==> config.mk <==
export PLATFORM = sky130hd
export DESIGN_NAME = ifid_hazard_ctrl
export DESIGN_NICKNAME = d
export VERILOG_FILES = /design/src/rtl/ifid_hazard_ctrl.sv
export SDC_FILE = /design/constraint.sdc
export NUM_CORES = 1
export LEC_CHECK = 0
export CORE_ASPECT_RATIO = 0.6
export CORE_MARGIN = 2
export CORE_UTILIZATION = 33
export CTS_BUF_LIST = sky130_fd_sc_hd__clkbuf_16
export DETAILED_ROUTE_END_ITERATION = 7
export HOLD_SLACK_MARGIN = 0.03
export PLACE_DENSITY = 0.83
export SLEW_MARGIN = 20
export SYNTH_ARGS = -nofsm -noshare
export SYNTH_HDL_FRONTEND = slang
export SYNTH_SLANG_ARGS = --single-unit
==> constraint.sdc <==
create_clock -name clk -period 1.95 [get_ports clk]
set_input_delay 0.195 -clock clk [delete_from_list [all_inputs] [get_ports clk]]
set_output_delay 0.195 -clock clk [all_outputs]
set_load 0.02 [all_outputs]
==> src/rtl/ifid_hazard_ctrl.sv <==
// IF/ID and PC sequencing: load-use stall, branch/jump flush, ID/EX bubble
// and a saturating count of cycles in which the PC was held.
module ifid_hazard_ctrl #(
    parameter int LOAD_STALL   = 1,
    parameter int BRANCH_FLUSH = 1,
    parameter int CNT_W        = 16
) (
    input  logic             clk,
    input  logic             rst_n,
    input  logic [31:0]      ifid_opcode,
    input  logic             idex_memread,
    input  logic [4:0]       idex_rt,
    input  logic             branch_taken,
    input  logic             jump,
    output logic             pc_write,
    output logic             ifid_write,
    output logic             hazardflag,
    output logic             idex_bubble,
    output logic [1:0]       ctrl_state,
    output logic [CNT_W-1:0] stall_cycles
);
    typedef enum logic [1:0] {
        RUN   = 2'd0,
        STALL = 2'd1,
        FLUSH = 2'd2
    } state_t;

    // Counters are preloaded with length-2: the entry cycle is spent in RUN.
    localparam logic [2:0] STALL_INIT = (LOAD_STALL > 1)   ? 3'(LOAD_STALL - 2)   : 3'd0;
    localparam logic [2:0] FLUSH_INIT = (BRANCH_FLUSH > 1) ? 3'(BRANCH_FLUSH - 2) : 3'd0;

    state_t     state;
    logic [2:0] cnt;

    logic [5:0] op;
    logic [4:0] rs;
    logic [4:0] rt;
    logic       rt_src;
    logic       lu;
    logic       br;
    logic       unused_bits;

    assign op          = ifid_opcode[31:26];
    assign rs          = ifid_opcode[25:21];
    assign rt          = ifid_opcode[20:16];
    assign unused_bits = ^ifid_opcode[15:0];

    // Only R-type, beq, bne and sw read rt; everything else writes or ignores it.
    always_comb begin
        rt_src = 1'b0;
        case (op)
            6'b000000, 6'b000100, 6'b000101, 6'b101011: rt_src = 1'b1;
            default:                                    rt_src = 1'b0;
        endcase
    end

    assign lu = idex_memread && (idex_rt != 5'd0) &&
                ((idex_rt == rs) || (rt_src && (idex_rt == rt)));
    assign br = branch_taken | jump;

    assign ctrl_state = state;

    always_comb begin
        pc_write    = 1'b1;
        ifid_write  = 1'b1;
        hazardflag  = 1'b0;
        idex_bubble = 1'b0;
        if (!rst_n) begin
            pc_write    = 1'b0;
            ifid_write  = 1'b0;
            hazardflag  = 1'b1;
            idex_bubble = 1'b1;
        end else if (br || (state == FLUSH)) begin
            hazardflag  = 1'b1;
            idex_bubble = 1'b1;
        end else if (lu || (state == STALL)) begin
            pc_write    = 1'b0;
            ifid_write  = 1'b0;
            idex_bubble = 1'b1;
        end
    end

    // A taken branch/jump wins in every state and (re)starts the flush window.
    always_ff @(posedge clk or negedge rst_n) begin
        if (!rst_n) begin
            state <= RUN;
            cnt   <= 3'd0;
        end else if (br) begin
            if (BRANCH_FLUSH > 1) begin
                state <= FLUSH;
                cnt   <= FLUSH_INIT;
            end else begin
                state <= RUN;
                cnt   <= 3'd0;
            end
        end else begin
            case (state)
                RUN: begin
                    if (lu && (LOAD_STALL > 1)) begin
                        state <= STALL;
                        cnt   <= STALL_INIT;
                    end
                end
                STALL, FLUSH: begin
                    if (cnt == 3'd0) begin
                        state <= RUN;
                    end else begin
                        cnt <= cnt - 3'd1;
                    end
                end
                default: begin
                    state <= RUN;
                    cnt   <= 3'd0;
                end
            endcase
        end
    end

    always_ff @(posedge clk or negedge rst_n) begin
        if (!rst_n) begin
            stall_cycles <= '0;
        end else if (!pc_write && (stall_cycles != '1)) begin
            stall_cycles <= stall_cycles + CNT_W'(1);
        end
    end

endmodule

==> flow_metrics.tcl <==
set metrics [dict create \
    grt_max_degree 11 \
    r2r_start "stall_cycles[0]$_DFFE_PN0P_" \
    utilization_pct 64.5 \
    nets 209 \
    synth_flop_cell "dfrtp_1" \
    period_needed_ns 1.90 \
    criticalPathCategory "in2reg" \
    largest_reg_flops 16 \
    regArea_um2 400 \
    clock-root-buffer "clkbuf_16" \
    antenna_cells 0 \
    syn-cell-area_mm2 0.00104 \
    setup_violations 0 \
    die_w_um 76.5 \
    worstSetupStartpointType "input port" \
    holdBufCountCts 0 \
    antenna_found_initial 0 \
    num_io_pins 64 \
    holdWs_ns 0.338 \
    grt_usage_pct 18.6 \
    core-area_mm2 0.00293 \
    top_register "stall_cycles" \
    reg_top3 "stall_cycles x16" \
    status "finished, final reports clean" \
    cts.sinks 16 \
    die_h_um 47.5 \
    std_cell_rows 15 \
    routed_wl_um 3190 \
    multiInputGateArea_um2 772 \
    setup_tns_ns 0 \
    area.growth.synth_to_final_pct 81.5 \
    cts-htree-levels 1 \
    slew_viol_final 0 \
    clock_path_buffers 2 \
    cts_tree "built" \
    first_pass_iters 4 \
    synth.ff_latch_count 16 \
    avgViaCountPerCell 4.78 \
    synth-edff-count 0 \
    grt_pass1_vias 987 \
    crit_start "ifid_opcode[23]" \
    ys_seq_area_share_pct 38.5 \
    initial_utilization_pct 35.6 \
    cap_violations 0 \
    synth-async-reset-ratio_pct 100 \
    synth_commonest_cells "dfrtp_1, xor2_1, nand2_1" \
    p_leak_uw 0.000839 \
    fill_cells 224 \
    cts_buffers 3 \
    period_share_pct 97.2 \
    synth_area_leader_cell "dfrtp_1" \
    r2r_cells 6 \
    port_buffers 45 \
    synth_top_area_share_pct 38.5 \
    reg2reg_slack_ns 0.14 \
    wl_per_cell_um 15.5 \
    irDropWorstVdd_v 0.000450 \
    die_area_mm2 0.00363 \
    setup.worst_path.end "stall_cycles[0]$_DFFE_PN0P_" \
    postSynthAreaPerCell_um2 9.91 \
    timing.rr.end "stall_cycles[1]$_DFFE_PN0P_" \
    yosysWarnings 0 \
    gp_congestion 0.875 \
    drive_gt1_share_pct 31.1 \
    worstPathRequired_ns 2.08 \
    grt_overflow_total 0 \
    cp_data_arrival_time_ns 2.02 \
    place.detailed.hpwl_um 2360 \
    grt_pass1_wl_um 4970 \
    finalClockSkew_ns 0.00476 \
    worstPathMaxFanout 5 \
    post-route-drc-count 0 \
    vias 984 \
    endpoint_kind "flip-flop" \
    clkTransAtPathRegs_ns 0.05 \
    drt_iter0_markers 57 \
    hp-class "in2async" \
    ys_types 31 \
    synthTopCellsByArea "dfrtp_1, xor2_1, xnor2_1, nand2_1, nand3_1" \
    ant_nets 0 \
    final_hold_viol_count 0 \
    powerDensity_mw_per_mm2 907 \
    post-synth-top-count-cell "dfrtp_1" \
    clock_latency_ns 0.25 \
    fmax_mhz 527 \
    syn_inst 105 \
]
==> placed cells by master, fill, tap and decap left out, types with 7 or more instances in the layout <==
cell,count
dfrtp_1,16
nand2_1,12
buf_4,11
xnor2_1,7
clkdlybuf4s50_1,23
xor2_1,13
==> critical path, stage by stage <==
cell and delay [ns]:
clkdlybuf4s50_1 0.49, xnor2_1 0.15, nand3_2 0.13, nor3_4 0.23, nor3b_4 0.07, buf_6 0.14
or2_4 0.26, buf_4 0.13, buf_4 0.12, xnor2_1 0.11
==> power breakdown <==
part	switching [uW]	internal, uW	leakage (uW)	total, uW
registers	122	437	0.000189	560
logic	379	383	0.000613	762
clock network	123	269	0.0000370	392
==> kinds of logic after synthesis <==
logic type / count (synthesis) / synth area share, %
flops: 16 / 38.5
buf+inv: 6 / 3.97
fa+ha+maj: 1 / 1.20
other cells: 1 / 0.360
xor+xnor: 24 / 20.2
mux: 3 / 3.12
simple gates: 51 / 29.9
compound gates: 3 / 2.76
==> routing by layer <==
layer / global-route usage (%) / routed length, um / vias to the layer above
met5: 0 / 0 / -
met4: 6.18 / 77 / 0
met3: 5.47 / 103 / 8
met2: 34.3 / 1590 / 17
met1: 22.2 / 1410 / 477
li1: - / - / 482
==> repair_timing <==
action                                  CTS  global route
setup buffers                             4             0
endpoints found under the setup margin   19            17
pin swaps                                 9            16
endpoints found under the hold margin     0             0
gates resized for setup                  46            30
==> worst min path at each step <==
stage | end | slack, ns | cells after the start
finish | stall_cycles[15]$_DFFE_PN0P_ | 0.34 | 2
detailed placement | stall_cycles[8]$_DFFE_PN0P_ | 0.48 | 1
floorplan | stall_cycles[0]$_DFFE_PN0P_ | -0.10 | 0
global placement | stall_cycles[13]$_DFFE_PN0P_ | 0.47 | 1
CTS | stall_cycles[14]$_DFFE_PN0P_ | 0.34 | 2
global route | stall_cycles[14]$_DFFE_PN0P_ | 0.37 | 2
==> stage by stage <==
step	setup WS, ns	area [um^2]	total power, uW	std cells
detailed placement	-0.590	1610	1240	199
global route	-0.0153	1890	1810	206
global placement	-0.550	1610	1200	199
CTS	0.00392	1790	1680	206
finish	0.0541	1890	1710	206
floorplan	-0.00264	1050	872	106
==> layout make-up <==
type                    count  area share [%]
multi-input cells          84            40.9
repair buffers             61            31.2
flip-flops and latches     16            21.2
clock buffers               3            3.97
well taps                  42            2.78
(Power assumes the default switching activity.)
==> patch, RTL diff (same settings) <==
`CNT_W`: 16 -> 32.
--- a/src/rtl/ifid_hazard_ctrl.sv
+++ b/src/rtl/ifid_hazard_ctrl.sv
@@ -3,7 +3,7 @@
 module ifid_hazard_ctrl #(
     parameter int LOAD_STALL   = 1,
     parameter int BRANCH_FLUSH = 1,
-    parameter int CNT_W        = 16
+    parameter int CNT_W        = 32
 ) (
     input  logic             clk,
     input  logic             rst_n,
Interface: changed (resized stall_cycles); port bits go from 64 to 80. No check against the original RTL was run, so the function may have changed too.
==> patch against the original RTL <==
First-iteration DRC count shrank 18%. Setup slack gained 2.0 ps. Non-clock buffer count grew 39. Routed wire length grew 65%. Power grew 47%. Critical path depth shrank 4. Clock skew shrank 3.0 ps. Area after synthesis grew 86%. Register-to-register slack lost 80 ps. Via count grew 72%. Cell area grew 73%. Sequential cell count grew 16. Critical path type is now flip-flop to flip-flop.
==> patch: results (changes against the original RTL) <==
status = completed
Async SR Flop Fraction = 100.0% (unchanged)
Worst Skew = 1.799 ps (-2.957 ps)
internal power = 0.001703 W (+56%)
Clk pin slew, worst setup/hold paths = 50 ps (about the same)
register area share after synthesis = 41.32% (+2.9 points)
count of different cell masters after synthesis = 36 (+16%)
vias = 1696 (+72%)
H-tree depth = 2 (+1)
vias in the first global route = 1764 (+79%)
Ant. Diodes = 0 (unchanged)
largest cells by area after synthesis = dfrtp_1 41%, xor2_1 14%, nor4_2 5.8%
first-pass GRT wire length = 8611 um (+73%)
post-route ant nets = 0 (unchanged)
largest net degree at the start of global routing = 26 (+15)
total track usage = 17.19% (-1.5 points)
Post-Route WL = 5256 um (+65%)
Syn. warnings = 0 (unchanged)
Synth top cells by count = 32 x dfrtp_1, 32 x xor2_1, 16 x nand3_1
fraction of layout cells with a size suffix above 1 = 33.69% (+2.6 points)
top_reg_cell synth = dfrtp_1
Initial DRC Count = 47 (-18%)
Static Leak = 1.393 nW (+66%)
DP Worst Slack = -623.5 ps (-33.35 ps)
DPL Wire Length = 3776 um (+60%)
Placed Instance Area = 2865 um2 (+78%)
Max VDD drop = 0.4139 mV (-8.0%)
root buf cell = clkbuf_16
Max clock buf depth = 2 (unchanged)
crit path max fanout = 5 (unchanged)
routability cong. = 0.8318 (-5.0%)
I/O Buffers = 61 (+36%)
CTS buffer count = 5 (+2)
antenna violations before repair = 0 (unchanged)
Worst Path Arrival = 2050 ps (+30 ps)
Final nets = 321 (+54%)
Hold Path Class = input pin to async pin
biggest regs = stall_cycles: 32 flops
worst-skew pair later-pin latency = 280 ps (+30 ps)
drt first pass iters = 4 (unchanged)
==> patch: per-layer routing <==
| layer | vias to the layer above | track usage, % | wire length [um] |
|---|---|---|---|
| li1 | 833 | - | - |
| met1 | 810 | 24.77 | 2578 |
| met2 | 46 | 25.57 | 2364 |
| met3 | 7 | 4.440 | 252 |
| met4 | 0 | 4.605 | 61 |
| met5 | - | 0 | 0 |
==> patch: area by class of cell <==
type | instances | area, um2
clock buffers | 5 | 125.1
clock inverters | 3 | 11.26
fillers | 488 | 2350
inverters | 2 | 7.507
multi-input cells | 137 | 1264
flip-flops and latches | 32 | 805.8
well taps | 80 | 100.1
repair buffers | 100 | 959.7
==> patch: power by group through the flow <==
stage	combinational [W]	sequential [W]	clock, W
after floorplan	0.000222	0.00103	0
after global placement	0.000795	0.000885	0
after detailed placement	0.000806	0.000894	0
after CTS	0.000837	0.000882	0.000742
after global routing	0.000982	0.000911	0.000773
final	0.000903	0.000892	0.000731
==> patch: worst paths after layout <==
check / from / to / slack [ps] / cells past startpoint
max: stall_cycles[7]$_DFFE_PN0P_ / stall_cycles[22]$_DFFE_PN0P_ / 60 / 6
min: rst_n / stall_cycles[19]$_DFFE_PN0P_ / 400 / 2
max reg2reg: stall_cycles[7]$_DFFE_PN0P_ / stall_cycles[22]$_DFFE_PN0P_ / 60 / 6
min reg2reg: stall_cycles[9]$_DFFE_PN0P_ / stall_cycles[9]$_DFFE_PN0P_ / 470 / 1
max in group asynchronous: rst_n / stall_cycles[9]$_DFFE_PN0P_ / 1190 / 2
min in group clk: stall_cycles[9]$_DFFE_PN0P_ / stall_cycles[9]$_DFFE_PN0P_ / 470 / 1
==> patch: critical path, stage by stage, from the launching register on <==
cell and delay, ps:
dfrtp_2 400, and4_4 260, and4_1 260, buf_4 160, nand3_2 110, nor3_2 230, mux2_2 350
==> patch: through the flow <==
stage	setup TNS, ps	hold WS, ps	cells
detailed placement	-17520	463.1	343
finish	0	398.0	359
global placement	-16620	465.1	343
floorplan	-138.3	-100.6	181
CTS	0	414.7	354
global route	-32.72	435.2	359
==> patch: repair_timing <==
action                     in CTS  in global routing
setup endpoints to repair      35                 33
gates resized for setup        55                 36
buffers inserted                2                  6
cloned                          1                  0
pin swaps                      34                 23
==> patch: kinds of logic (layout without fill, tap and decap cells) <==
family	after synthesis	count (layout)	share of synthesized area, %
flops	32	32	41.32
other cells	1	2	0.1935
mux	3	3	1.678
fa+ha+maj	1	1	0.6455
buf+inv	12	110	4.519
simple gates	86	86	31.38
xor+xnor	40	40	18.08
compound gates	5	5	2.195
